==> src/rtl/hazard_pkg.sv <==
// Shared types and constants for the pipeline hazard controller:
// controller states, forwarding-select encodings and the load-latency range check.
package hazard_pkg;

    typedef enum logic [0:0] {
        RUN        = 1'b0,
        LOAD_STALL = 1'b1
    } hz_state_e;

    typedef enum logic [1:0] {
        FWD_RF    = 2'b00,
        FWD_EXMEM = 2'b01,
        FWD_MEMWB = 2'b10
    } fwd_sel_e;

    localparam int LOAD_LAT_MIN = 1;
    localparam int LOAD_LAT_MAX = 4;

    function automatic bit load_lat_ok(input int lat);
        return (lat >= LOAD_LAT_MIN) && (lat <= LOAD_LAT_MAX);
    endfunction

endpackage

==> src/rtl/hazard_fwd_sel.sv <==
// One ID source-operand comparator: flags a match against the EX destination
// and picks the forwarding source, the newest producer (EX/MEM) winning.
module hazard_fwd_sel
    import hazard_pkg::*;
#(
    parameter int REG_AW   = 4,
    parameter int ZERO_REG = 1
) (
    input  logic [REG_AW-1:0] src_reg,
    input  logic              src_valid,
    input  logic [REG_AW-1:0] ex_dest_reg,
    input  logic [REG_AW-1:0] mem_dest_reg,
    input  logic              mem_reg_write,
    input  logic [REG_AW-1:0] wb_dest_reg,
    input  logic              wb_reg_write,
    output logic              ex_match,
    output logic [1:0]        fwd_sel
);

    // A hardwired zero register is never a real dependency.
    logic src_live;
    assign src_live = src_valid && !((ZERO_REG != 0) && (src_reg == '0));

    assign ex_match = src_live && (src_reg == ex_dest_reg);

    always_comb begin
        fwd_sel = FWD_RF;
        if (src_live && mem_reg_write && (src_reg == mem_dest_reg)) begin
            fwd_sel = FWD_EXMEM;
        end else if (src_live && wb_reg_write && (src_reg == wb_dest_reg)) begin
            fwd_sel = FWD_MEMWB;
        end
    end

endmodule

==> src/rtl/hazard_ctrl_unit.sv <==
// Pipeline hazard controller: load-use stalls of LOAD_LAT cycles, branch flush,
// data-memory freeze, per-source forwarding selects and saturating event counters.
module hazard_ctrl_unit
    import hazard_pkg::*;
#(
    parameter int REG_AW   = 4,
    parameter int NSRC     = 2,
    parameter int LOAD_LAT = 1,
    parameter int ZERO_REG = 1,
    parameter int CNT_W    = 16
) (
    input  logic                     clk,
    input  logic                     rst_n,
    input  logic [NSRC*REG_AW-1:0]   id_src_reg,
    input  logic [NSRC-1:0]          id_src_valid,
    input  logic [REG_AW-1:0]        ex_dest_reg,
    input  logic                     ex_reg_write,
    input  logic                     ex_mem_read,
    input  logic                     ex_branch_taken,
    input  logic [REG_AW-1:0]        mem_dest_reg,
    input  logic                     mem_reg_write,
    input  logic [REG_AW-1:0]        wb_dest_reg,
    input  logic                     wb_reg_write,
    input  logic                     mem_busy,
    output logic                     PCWrite,
    output logic                     IFIDWrite,
    output logic                     ST,
    output logic                     IFIDFlush,
    output logic                     pipe_hold,
    output logic [NSRC*2-1:0]        fwd_sel,
    output logic [CNT_W-1:0]         stall_cycles,
    output logic [CNT_W-1:0]         flush_events
);

    generate
        if (!load_lat_ok(LOAD_LAT)) begin : g_bad_load_lat
            $error("hazard_ctrl_unit: LOAD_LAT out of range 1..4");
        end
    endgenerate

    // The first stall cycle is spent in RUN, so LOAD_STALL covers LOAD_LAT-1 cycles.
    localparam logic [1:0] LS_INIT = (LOAD_LAT > 1) ? 2'(LOAD_LAT - 2) : 2'd0;

    hz_state_e        state_reg, state_next;
    logic [1:0]       ls_cnt_reg, ls_cnt_next;
    logic [CNT_W-1:0] stall_cnt_reg, flush_cnt_reg;
    logic [NSRC-1:0]  ex_match;
    logic             load_use;

    genvar gi;
    generate
        for (gi = 0; gi < NSRC; gi++) begin : g_src
            hazard_fwd_sel #(
                .REG_AW   (REG_AW),
                .ZERO_REG (ZERO_REG)
            ) u_fwd_sel (
                .src_reg       (id_src_reg[gi*REG_AW +: REG_AW]),
                .src_valid     (id_src_valid[gi]),
                .ex_dest_reg   (ex_dest_reg),
                .mem_dest_reg  (mem_dest_reg),
                .mem_reg_write (mem_reg_write),
                .wb_dest_reg   (wb_dest_reg),
                .wb_reg_write  (wb_reg_write),
                .ex_match      (ex_match[gi]),
                .fwd_sel       (fwd_sel[gi*2 +: 2])
            );
        end
    endgenerate

    assign load_use = ex_mem_read && ex_reg_write && (|ex_match);

    always_comb begin
        PCWrite     = 1'b1;
        IFIDWrite   = 1'b1;
        ST          = 1'b0;
        IFIDFlush   = 1'b0;
        pipe_hold   = 1'b0;
        state_next  = state_reg;
        ls_cnt_next = ls_cnt_reg;
        if (mem_busy) begin
            pipe_hold = 1'b1;
            PCWrite   = 1'b0;
            IFIDWrite = 1'b0;
        end else if (state_reg == LOAD_STALL) begin
            PCWrite   = 1'b0;
            IFIDWrite = 1'b0;
            ST        = 1'b1;
            if (ls_cnt_reg == 2'd0) begin
                state_next = RUN;
            end else begin
                ls_cnt_next = ls_cnt_reg - 2'd1;
            end
        end else if (ex_branch_taken) begin
            IFIDFlush = 1'b1;
            ST        = 1'b1;
        end else if (load_use) begin
            PCWrite   = 1'b0;
            IFIDWrite = 1'b0;
            ST        = 1'b1;
            if (LOAD_LAT > 1) begin
                state_next  = LOAD_STALL;
                ls_cnt_next = LS_INIT;
            end
        end
    end

    always_ff @(posedge clk) begin
        if (!rst_n) begin
            state_reg     <= RUN;
            ls_cnt_reg    <= 2'd0;
            stall_cnt_reg <= '0;
            flush_cnt_reg <= '0;
        end else begin
            state_reg  <= state_next;
            ls_cnt_reg <= ls_cnt_next;
            if (!PCWrite && (stall_cnt_reg != '1)) begin
                stall_cnt_reg <= stall_cnt_reg + CNT_W'(1);
            end
            if (IFIDFlush && (flush_cnt_reg != '1)) begin
                flush_cnt_reg <= flush_cnt_reg + CNT_W'(1);
            end
        end
    end

    assign stall_cycles = stall_cnt_reg;
    assign flush_events = flush_cnt_reg;

`ifndef SYNTHESIS
    // EX holds a bubble during a load stall, so a taken branch there is impossible.
    always @(posedge clk) begin
        if (rst_n && (state_reg == LOAD_STALL)) begin
            assert (!ex_branch_taken);
        end
    end
`endif

endmodule

==> config.mk <==
export PLATFORM = sky130hd
export DESIGN_NAME = hazard_ctrl_unit
export DESIGN_NICKNAME = d
export VERILOG_FILES = /design/src/rtl/hazard_pkg.sv /design/src/rtl/hazard_fwd_sel.sv /design/src/rtl/hazard_ctrl_unit.sv
export SDC_FILE = /design/constraint.sdc
export NUM_CORES = 1
export LEC_CHECK = 0
export ABC_AREA = 1
export CAP_MARGIN = 25
export CORE_ASPECT_RATIO = 0.75
export CORE_MARGIN = 2
export CORE_UTILIZATION = 35
export DETAILED_ROUTE_END_ITERATION = 10
export DONT_BUFFER_PORTS = 1
export GPL_TIMING_DRIVEN = 0
export PLACE_DENSITY = 0.57
export SYNTH_ARGS = -nofsm -noshare
export SYNTH_HDL_FRONTEND = slang
export SYNTH_SLANG_ARGS = --single-unit
export TNS_END_PERCENT = 1
==> constraint.sdc <==
create_clock -name clk -period 2.1 [get_ports clk]
set_clock_uncertainty 0.2 [all_clocks]
set_input_delay 0.21 -clock clk [delete_from_list [all_inputs] [get_ports clk]]
set_output_delay 0.21 -clock clk [all_outputs]
set_load 0.1 [all_outputs]
==> flow_summary.toml, run 1 <==
[timing]
period_minus_slack_ps = 2040
final.setup.worst_slack_ps = 59.2
fin_setup_tns_ps = 0
hold_viol = 4
whs_ps = -119
finalSetupViolCount = 0
slew_violations = 0
fmax_mhz = 490
tightest_slew_ps = 610
finalCritPeriodShare_pct = 97.2
rsz0062_at_grt = "yes"
slew_headroom_pct = 59.2

[worst_setup_path]
r2r_start = "stall_cycles[0]$_SDFFE_PN0P_"
worstReg2RegEnd = "stall_cycles[11]$_SDFFE_PN0P_"
cp-start-kind = "flip-flop"
crit_path_end_kind = "flip-flop"
criticalPathCategory = "flip-flop to flip-flop"
crit_fanout = 7
arrival_ps = 2010
required_ps = 2060
rrSetupSlack_ps = 60
rr_worst_depth = 10

[cells_and_area]
drive_above_1_share_pct = 22.0
n_antenna_cell = 0
utilization_pct = 45.8
area_growth_pct = 27.8
fin_nets = 437
fill_cells = 665

[cts]
numCtsBuffers = 5
postCtsHoldBufs = 2
htree_levels = 2
clkTransAtPathRegs_ps = 70
cts_tree = "done"
cts_sinks = 35
clk_path_buf_depth = 2
clock_latency_ps = 290
cts_root_buffer = "clkbuf_8"

[status]
failed_checks = "hold timing"
status = "complete, but fails checks"

[worst_hold_path]
min_path_type = "input pin to flip-flop"
min_delay_path_depth = 1
hold_start = "rst_n"
hold_path_end = "flush_events[5]$_SDFFE_PN0P_"

[routing]
route.detailed.drc = 0
num_vias = 2365
first_pass_iters = 4
antenna_left = 0
via_per_inst = 4.84
wl_per_cell_um = 12.6
drt_iter0_markers = 102
drt-total-wl_mm = 6.16

[synthesis]
synthAdderAreaFrac_pct = 1.56
synth_top_area_share_pct = 29.0
yosys-top-cells-area = "dfxtp_1, nand2_1, inv_1, nor2_1, xor2_1"
synthMuxAreaShare_pct = 0
synth.cell_area_sq_um = 2410
synth_compound_area_share_pct = 8.77
synth_top_family_by_area = "simple AND/OR/NAND/NOR gates"
synth-xor-area-share_pct = 5.45
ys.flop_type = "dfxtp_1"
synth.top_cells.by_count = "nand2_1, inv_1, nor2_1"
ys_seq_area_share_pct = 29.0
yosys.cell_count.top_type = "nand2_1"
synth-simple-area-share_pct = 42.4
postSynthCellCount = 385
synth_fp_nets = 418
ys_seq_elements = 35
synth_area_leader_cell = "dfxtp_1"
async_flop_share_pct = 0
ys_types = 37
synth-edff-count = 0
yosysWarnings = 0
avgSynthCellArea_sq_um = 6.27

[floorplanning]
die_x_um = 99.9
fp.dieH_um = 75.9
rows = 26
ioPinCount = 71
dieArea_sq_um = 7580
core_area_sq_um = 6730
start_util_pct = 35.8

[global_route]
grt_pass1_wl_mm = 10.0
antenna_found_initial = 0
grt-ovfl-total = 0
grt_max_degree = 11
grtUsageTotal_pct = 16.6
grt_pass1_vias = 2172

[power]
vdd_ir_drop_max_uv = 184
powerDensity_nw_per_um2 = 508
p_leak_nw = 1.30
finalPower_mw = 1.57

[placement]
port_buffers = 0
dp_hpwl_mm = 4.71
pre_cts_slack_ps = -592
gp_congestion = 0.803

[run]
maxCapViolCount = 0
## layout by cell type, fill, tap and decap left out, types with 4 or more instances in the layout
cell      instances
inv_1            60
clkbuf_8          7
nor2_1           46
dfxtp_1           4
buf_16            5
xor2_1           13
nor2_4            6
o21ai_0          15
nand4_1          15
clkbuf_1          4
nor3_2            4
nor3_1            5
dfxtp_4          29
nand3_1          19
nand2_1         103
a21oi_1          13
## final cells by class
class	instances	area, sq um	share of cell area (%)
Buffer	11	83.8	2.72
Clock buffer	8	100	3.25
Inverter	64	244	7.91
Multi-Input combinational cell	275	1540	49.9
Sequential cell	35	812	26.3
Tap cell	84	105	3.41
Timing Repair Buffer	12	199	6.45
## cells by family after synthesis
kind of cell	count (synthesis)
buffers and inverters	75
XOR/XNOR	15
flip-flops	35
AO/OA/AOI/OAI	37
AND/OR/NAND/NOR	220
adder cells (fa/ha/maj)	3
## how the worst max path moves through the flow
| stage | start | to | slack [ps] |
|---|---|---|---|
| 2_1_floorplan | stall_cycles[1]$_SDFFE_PN0P_ | stall_cycles[14]$_SDFFE_PN0P_ | -430 |
| 3_3_place_gp | stall_cycles[1]$_SDFFE_PN0P_ | stall_cycles[14]$_SDFFE_PN0P_ | -610 |
| 3_5_place_dp | flush_events[0]$_SDFFE_PN0P_ | flush_events[7]$_SDFFE_PN0P_ | -590 |
| 4_1_cts | state_reg$_SDFFE_PN0N_ | flush_events[7]$_SDFFE_PN0P_ | -20 |
| 5_1_grt | stall_cycles[1]$_SDFFE_PN0P_ | stall_cycles[14]$_SDFFE_PN0P_ | -70 |
| 6_report | stall_cycles[0]$_SDFFE_PN0P_ | stall_cycles[11]$_SDFFE_PN0P_ | 60 |
## timing repair
action | CTS | global route
endpoints found under the setup margin | 34 | 33
gates resized for setup | 57 | 30
pin swaps | 2 | 2
setup buffers | 1 | 0
endpoints found under the hold margin | 7 | 4
## critical path, stage by stage (launching register included)
cell      delay [ps]
dfxtp_4          570
ha_4             200
nand2_1           80
nor2_4           160
nand4_2          200
nand3b_1         210
inv_1             70
nand3_1           80
nand2_1           60
nand2_1           60
nor2_1            40
## power breakdown
| part | total [mW] | internal, mW | leakage, nW | switching [mW] |
|---|---|---|---|---|
| combinational | 0.262 | 0.0875 | 0.944 | 0.175 |
| sequential | 0.756 | 0.648 | 0.307 | 0.108 |
| clock | 0.549 | 0.300 | 0.0515 | 0.249 |
| total | 1.57 | 1.03 | 1.30 | 0.532 |
## through the flow
| stage | cell area (sq um) | instances |
|---|---|---|
| 2_1_floorplan | 2450 | 385 |
| 6_report | 3080 | 489 |
| 5_1_grt | 3080 | 489 |
| 3_3_place_gp | 2560 | 469 |
| 3_5_place_dp | 2730 | 478 |
| 4_1_cts | 2980 | 489 |
## layer usage
metal / up-vias / track usage (%) / part of all wire, %
met2: 59 / 27.3 / 44
met3: 6 / 4.31 / 5.7
met1: 1039 / 21.6 / 49
met4: 0 / 5.33 / 1.3
met5: - / 0 / 0
li1: 1261 / - / -
No activity file was read; power rests on OpenSTA's default activity.
==> inputs of run 2 (changes only) <==
--- a/config.mk
+++ b/config.mk
@@ -6,10 +6,11 @@
 export NUM_CORES = 1
 export LEC_CHECK = 0
 export ABC_AREA = 1
-export CAP_MARGIN = 25
+export CAP_MARGIN = 20
 export CORE_ASPECT_RATIO = 0.75
 export CORE_MARGIN = 2
 export CORE_UTILIZATION = 35
+export CTS_BUF_LIST = sky130_fd_sc_hd__clkbuf_8 sky130_fd_sc_hd__clkbuf_16
 export DETAILED_ROUTE_END_ITERATION = 10
 export DONT_BUFFER_PORTS = 1
 export GPL_TIMING_DRIVEN = 0
==> run 2 against run 1 <==
Net effect: the run ends with setup timing left; critical path type is now input pin to output port; wire length up 1.7%; global-route usage down 0.30 points; worst hold slack better by 140 ps; largest power group unchanged; combinational power down 2%; via count up 1.5%; sequential cell count unchanged.
==> flow_summary.toml, run 2 (synthesis results as in run 1) <==
[routing]
first_pass_iters = 5
antenna_left = 0
drt-total-wl_mm = 6.26
route.detailed.drc = 0
drt_iter0_markers = 103
via_per_inst = 4.97
num_vias = 2400
wl_per_cell_um = 13.0

[worst_setup_path]
rr_worst_depth = 10
arrival_ps = 1870
required_ps = 1690
worstPathCellList = "xor2_2 -> nor2_2 -> o2111ai_2 -> a211oi_4 -> nor2_4"
cp-start-kind = "input pin"
criticalPathCategory = "input pin to output port"
crit_fanout = 3
crit_path_end_kind = "output port"
max_stage_delay_ps = 930
crit_slowest_cell = "a211oi_4"

[floorplanning]
ioPinCount = 71
die_x_um = 99.9
core_area_sq_um = 6730
rows = 26
fp.dieH_um = 75.9
start_util_pct = 35.8
dieArea_sq_um = 7580

[placement]
gp_congestion = 0.803
port_buffers = 0
dp_hpwl_mm = 4.67
placed_cell_area_sq_um = 2600

[cells_and_area]
drive_above_1_share_pct = 23.1
n_antenna_cell = 0
fin_nets = 431
final_common_cell = "nand2_1"
final_cell_mix = "nand2_1, inv_1, nor2_1"
fill_cells = 656
finalInstanceArea_sq_um = 2980
area_growth_pct = 23.4
utilization_pct = 44.2

[worst_hold_path]
min_path_type = "input pin to flip-flop"
min_delay_path_depth = 5

[cts]
clkTransAtPathRegs_ps = 70
clk_path_buf_depth = 2
numCtsBuffers = 5
cts_root_buffer = "clkbuf_8"
cts_sinks = 35
cts_tree = "done"
htree_levels = 2
clock_latency_ps = 280

[global_route]
grt_max_degree = 12
antenna_found_initial = 0
grt-ovfl-total = 0
grtUsageTotal_pct = 16.3
grt_use_met2_pct = 26.5
grt_util_met1_pct = 21.3
top_usage_layer = "met2"
grt_pass1_wl_mm = 9.83
grt_pass1_vias = 2157
met3_usage_pct = 4.68

[power]
vdd_ir_drop_max_uv = 213
powerDensity_nw_per_um2 = 501
p_leak_nw = 1.25
finalPower_mw = 1.49

[timing]
tightest_slew_ps = 1180
finalSetupViolCount = 1
slew_violations = 0
hold_viol = 0
finalCritPeriodShare_pct = 109
period_minus_slack_ps = 2280
rsz0062_at_grt = "yes"
whs_ps = 19.3
final.setup.worst_slack_ps = -185
fmax_mhz = 438
slew_headroom_pct = 21.1

[run]
maxCapViolCount = 0

[status]
failed_checks = "setup timing"
status = "complete, but fails checks"
==> run 2: cell count changes in the layout (fill, tap and decap cells not counted), sizes merged <==
| cell | previous run | this run |
|---|---|---|
| dlygate4sd3 | 2 | 3 |
| buf | 17 | 10 |
| clkbuf | 12 | 9 |
| clkinv | 0 | 3 |
==> run 2: layout make-up <==
cell class,instances,area [sq um],share of cell area [%]
Inverter,64,246,8.28
Buffer,11,80.1,2.69
Multi-Input combinational cell,275,1570,52.6
Clock buffer,5,68.8,2.31
Sequential cell,35,817,27.4
Timing Repair Buffer,6,80.1,2.69
Tap cell,84,105,3.53
Clock inverter,3,15.0,0.504
==> run 2: power breakdown <==
group / leakage [nW] / switching (mW) / internal (mW)
logic: 0.891 / 0.172 / 0.0840
registers: 0.308 / 0.112 / 0.647
clock network: 0.0477 / 0.250 / 0.227
total: 1.25 / 0.534 / 0.958
==> run 2: repair_timing <==
action / 4_1_cts / 5_1_grt
setup endpoints to repair: 35 / 32
cloned: 0 / 0
endpoints found under the hold margin: 7 / 0
pin swaps: 6 / 3
buffers inserted: 1 / 0
resized for setup: 72 / 25
hold buffers: 3 / 0
==> run 2: stage by stage <==
stage	cells	setup slack (ps)	setup TNS, ps
after global placement	469	-615	-17800
after floorplan	385	-429	-10960
after detailed placement	471	-625	-17660
after CTS	483	-197	-240
after global routing	483	-223	-516
final	483	-185	-185
==> run 2: path summary, 6_finish.rpt <==
path | start | endpoint | slack (ps)
min reg2reg | ls_cnt_reg[0]$_SDFFE_PN0P_ | ls_cnt_reg[0]$_SDFFE_PN0P_ | 290
min | ex_branch_taken | stall_cycles[15]$_SDFFE_PN0P_ | 20
max | mem_dest_reg[2] | fwd_sel[1] | -180
max reg2reg | stall_cycles[0]$_SDFFE_PN0P_ | stall_cycles[14]$_SDFFE_PN0P_ | 40
==> run 2: per-layer routing <==
metal	part of all wire, %	vias up	routed length [um]
met2	45	79	2820
met1	47	1068	2940
met5	0	-	0
met4	0.75	0	47
li1	-	1247	-
met3	7.3	6	458
==> run 2: worst max-delay path, delay by kind of cell <==
family | cells | cell delay (ps)
XOR/XNOR | 1 | 150
AO/OA/AOI/OAI | 2 | 1050
AND/OR/NAND/NOR | 2 | 450
==> inputs of run 3 (changes only) <==
--- a/config.mk
+++ b/config.mk
@@ -18,4 +18,4 @@
 export SYNTH_ARGS = -nofsm -noshare
 export SYNTH_HDL_FRONTEND = slang
 export SYNTH_SLANG_ARGS = --single-unit
-export TNS_END_PERCENT = 1
+export TNS_END_PERCENT = 100
==> run 3 against run 2 <==
Net effect: the run ends with hold timing, setup timing left; clock power up 8.2%; global-route usage up 0.61 points; final area up 6.3%; sequential cell count unchanged; worst hold slack worse by 22 ps; sequential power about the same; fmax down 1.1%; total power up 3.8%; critical path depth unchanged; register-to-register slack about the same; die area unchanged; non-clock buffer count up 15; critical path type unchanged; critical endpoint unchanged; highest routed layer unchanged.
==> flow_summary.toml, run 3 (synthesis results as in run 1) <==
[status]
status = "complete, but fails checks"
failed_checks = "hold timing, setup timing"

[floorplanning]
fp.dieH_um = 75.9
die_x_um = 99.9
ioPinCount = 71
dieArea_sq_um = 7580
rows = 26
core_area_sq_um = 6730
start_util_pct = 35.8

[cts]
numCtsBuffers = 5
clock_latency_ps = 290
cts_tree = "done"
clkTransAtPathRegs_ps = 70
cts_sinks = 35
cts_root_buffer = "clkbuf_8"
htree_levels = 2
clk_path_buf_depth = 2

[worst_setup_path]
arrival_ps = 1900
worstReg2RegEnd = "stall_cycles[11]$_SDFFE_PN0P_"
startpoint = "mem_dest_reg[2]"
crit_path_end_kind = "output port"
worst-path-buf-inv = 0
rrSetupSlack_ps = 40
worstPathCellList = "xor2_2 -> nor2_1 -> o2111ai_2 -> a211oi_4 -> nor2_4"
rr_worst_depth = 11
required_ps = 1690
crit_slowest_cell = "a211oi_4"
crit_fanout = 3
cp-start-kind = "input pin"
r2r_start = "stall_cycles[1]$_SDFFE_PN0P_"
cp_top_family = "compound AO/OA/AOI/OAI gates"
max_stage_delay_ps = 930
criticalPathCategory = "input pin to output port"

[power]
p_leak_nw = 1.36
vdd_ir_drop_max_uv = 199
finalPower_mw = 1.55
powerDensity_nw_per_um2 = 489

[placement]
dp_hpwl_mm = 4.65
port_buffers = 0
gp_congestion = 0.794
placed_cell_area_sq_um = 2660

[routing]
route.detailed.drc = 0
drt_iter0_markers = 147
first_pass_iters = 5
num_vias = 2461
via_per_inst = 4.95
drt-total-wl_mm = 6.54
antenna_left = 0
wl_per_cell_um = 13.2

[timing]
finalCritPeriodShare_pct = 110
finalSetupViolCount = 1
final.setup.worst_slack_ps = -210
slew_violations = 0
slew_headroom_pct = 21.4
fmax_mhz = 433
tightest_slew_ps = 1180
period_minus_slack_ps = 2310
whs_ps = -3.06
hold_viol = 1
rsz0062_at_grt = "yes"

[cells_and_area]
area_growth_pct = 31.3
n_antenna_cell = 0
final_common_cell = "nand2_1"
finalInstanceArea_sq_um = 3170
final_cell_mix = "nand2_1, inv_1, nor2_1"
fin_nets = 446
fill_cells = 659
drive_above_1_share_pct = 27.6

[run]
maxCapViolCount = 0

[worst_hold_path]
hold_path_end = "stall_cycles[15]$_SDFFE_PN0P_"
hold_start = "ex_branch_taken"
min_delay_path_depth = 5
min_path_type = "input pin to flip-flop"

[global_route]
grt_pass1_wl_mm = 10.1
grtUsageTotal_pct = 16.9
grt_pass1_vias = 2187
grt-ovfl-total = 0
antenna_found_initial = 0
grt_max_degree = 11
-- run 3: cell count changes in the layout (fill, tap and decap cells not counted), sizes merged --
cell,previous run,this run
buf,10,24
clkbuf,9,11
clkinv,3,1
clkinvlp,1,3
inv,63,61
-- run 3: routing by layer --
metal | vias to the layer above | share of wire [%] | GRT usage, %
li1 | 1275 | - | -
met1 | 1101 | 48 | 22.4
met2 | 77 | 44 | 26.4
met3 | 8 | 7.3 | 5.60
met4 | 0 | 1.2 | 5.02
met5 | - | 0 | 0
-- run 3: how the worst max path moves through the flow --
stage / end / slack, ps / cells past startpoint
after global routing: fwd_sel[1] / -270 / 5
final: fwd_sel[1] / -210 / 5
after floorplan: fwd_sel[3] / -330 / 7
after detailed placement: fwd_sel[1] / -310 / 6
after CTS: fwd_sel[1] / -210 / 5
after global placement: fwd_sel[3] / -430 / 7
-- run 3: layout make-up --
type / count / area (sq um) / share of cell area (%)
clock buffer: 6 / 82.6 / 2.61
inverter: 64 / 251 / 7.94
timing repair buffer: 21 / 221 / 6.99
clock inverter: 1 / 5.00 / 0.158
tap: 84 / 105 / 3.32
sequential: 35 / 820 / 25.9
multi-input combinational: 275 / 1600 / 50.6
buffer: 11 / 80.1 / 2.53
-- run 3: repair_timing --
item	in CTS	in global routing
hold buffers	3	0
gates resized for setup	32	41
cloned	0	1
setup buffers	1	14
setup endpoints to repair	28	33
pin swaps	6	15
hold endpoints to repair	7	0
-- run 3: worst min-delay path: cells and delay by family --
kind	cells	cell delay, ps
buffers and inverters	1	40
and+or+nand+nor	4	210
-- run 3: stage by stage --
stage          util, %  hold WS (ps)  worst slack [ps]  instances  TNS, ps
6_report          47.0         -3.06              -210        497     -210
5_1_grt           47.0          28.5              -268        497     -495
4_1_cts           42.9          58.3              -210        482     -210
3_5_place_dp      39.5           176              -306        471    -2080
3_3_place_gp      38.8           169              -428        469    -2020
2_1_floorplan        -           158              -333        385     -527
-- run 3: power by group --
part | switching [mW] | internal, mW
Sequential | 0.112 | 0.645
Clock | 0.259 | 0.258
Combinational | 0.178 | 0.0964
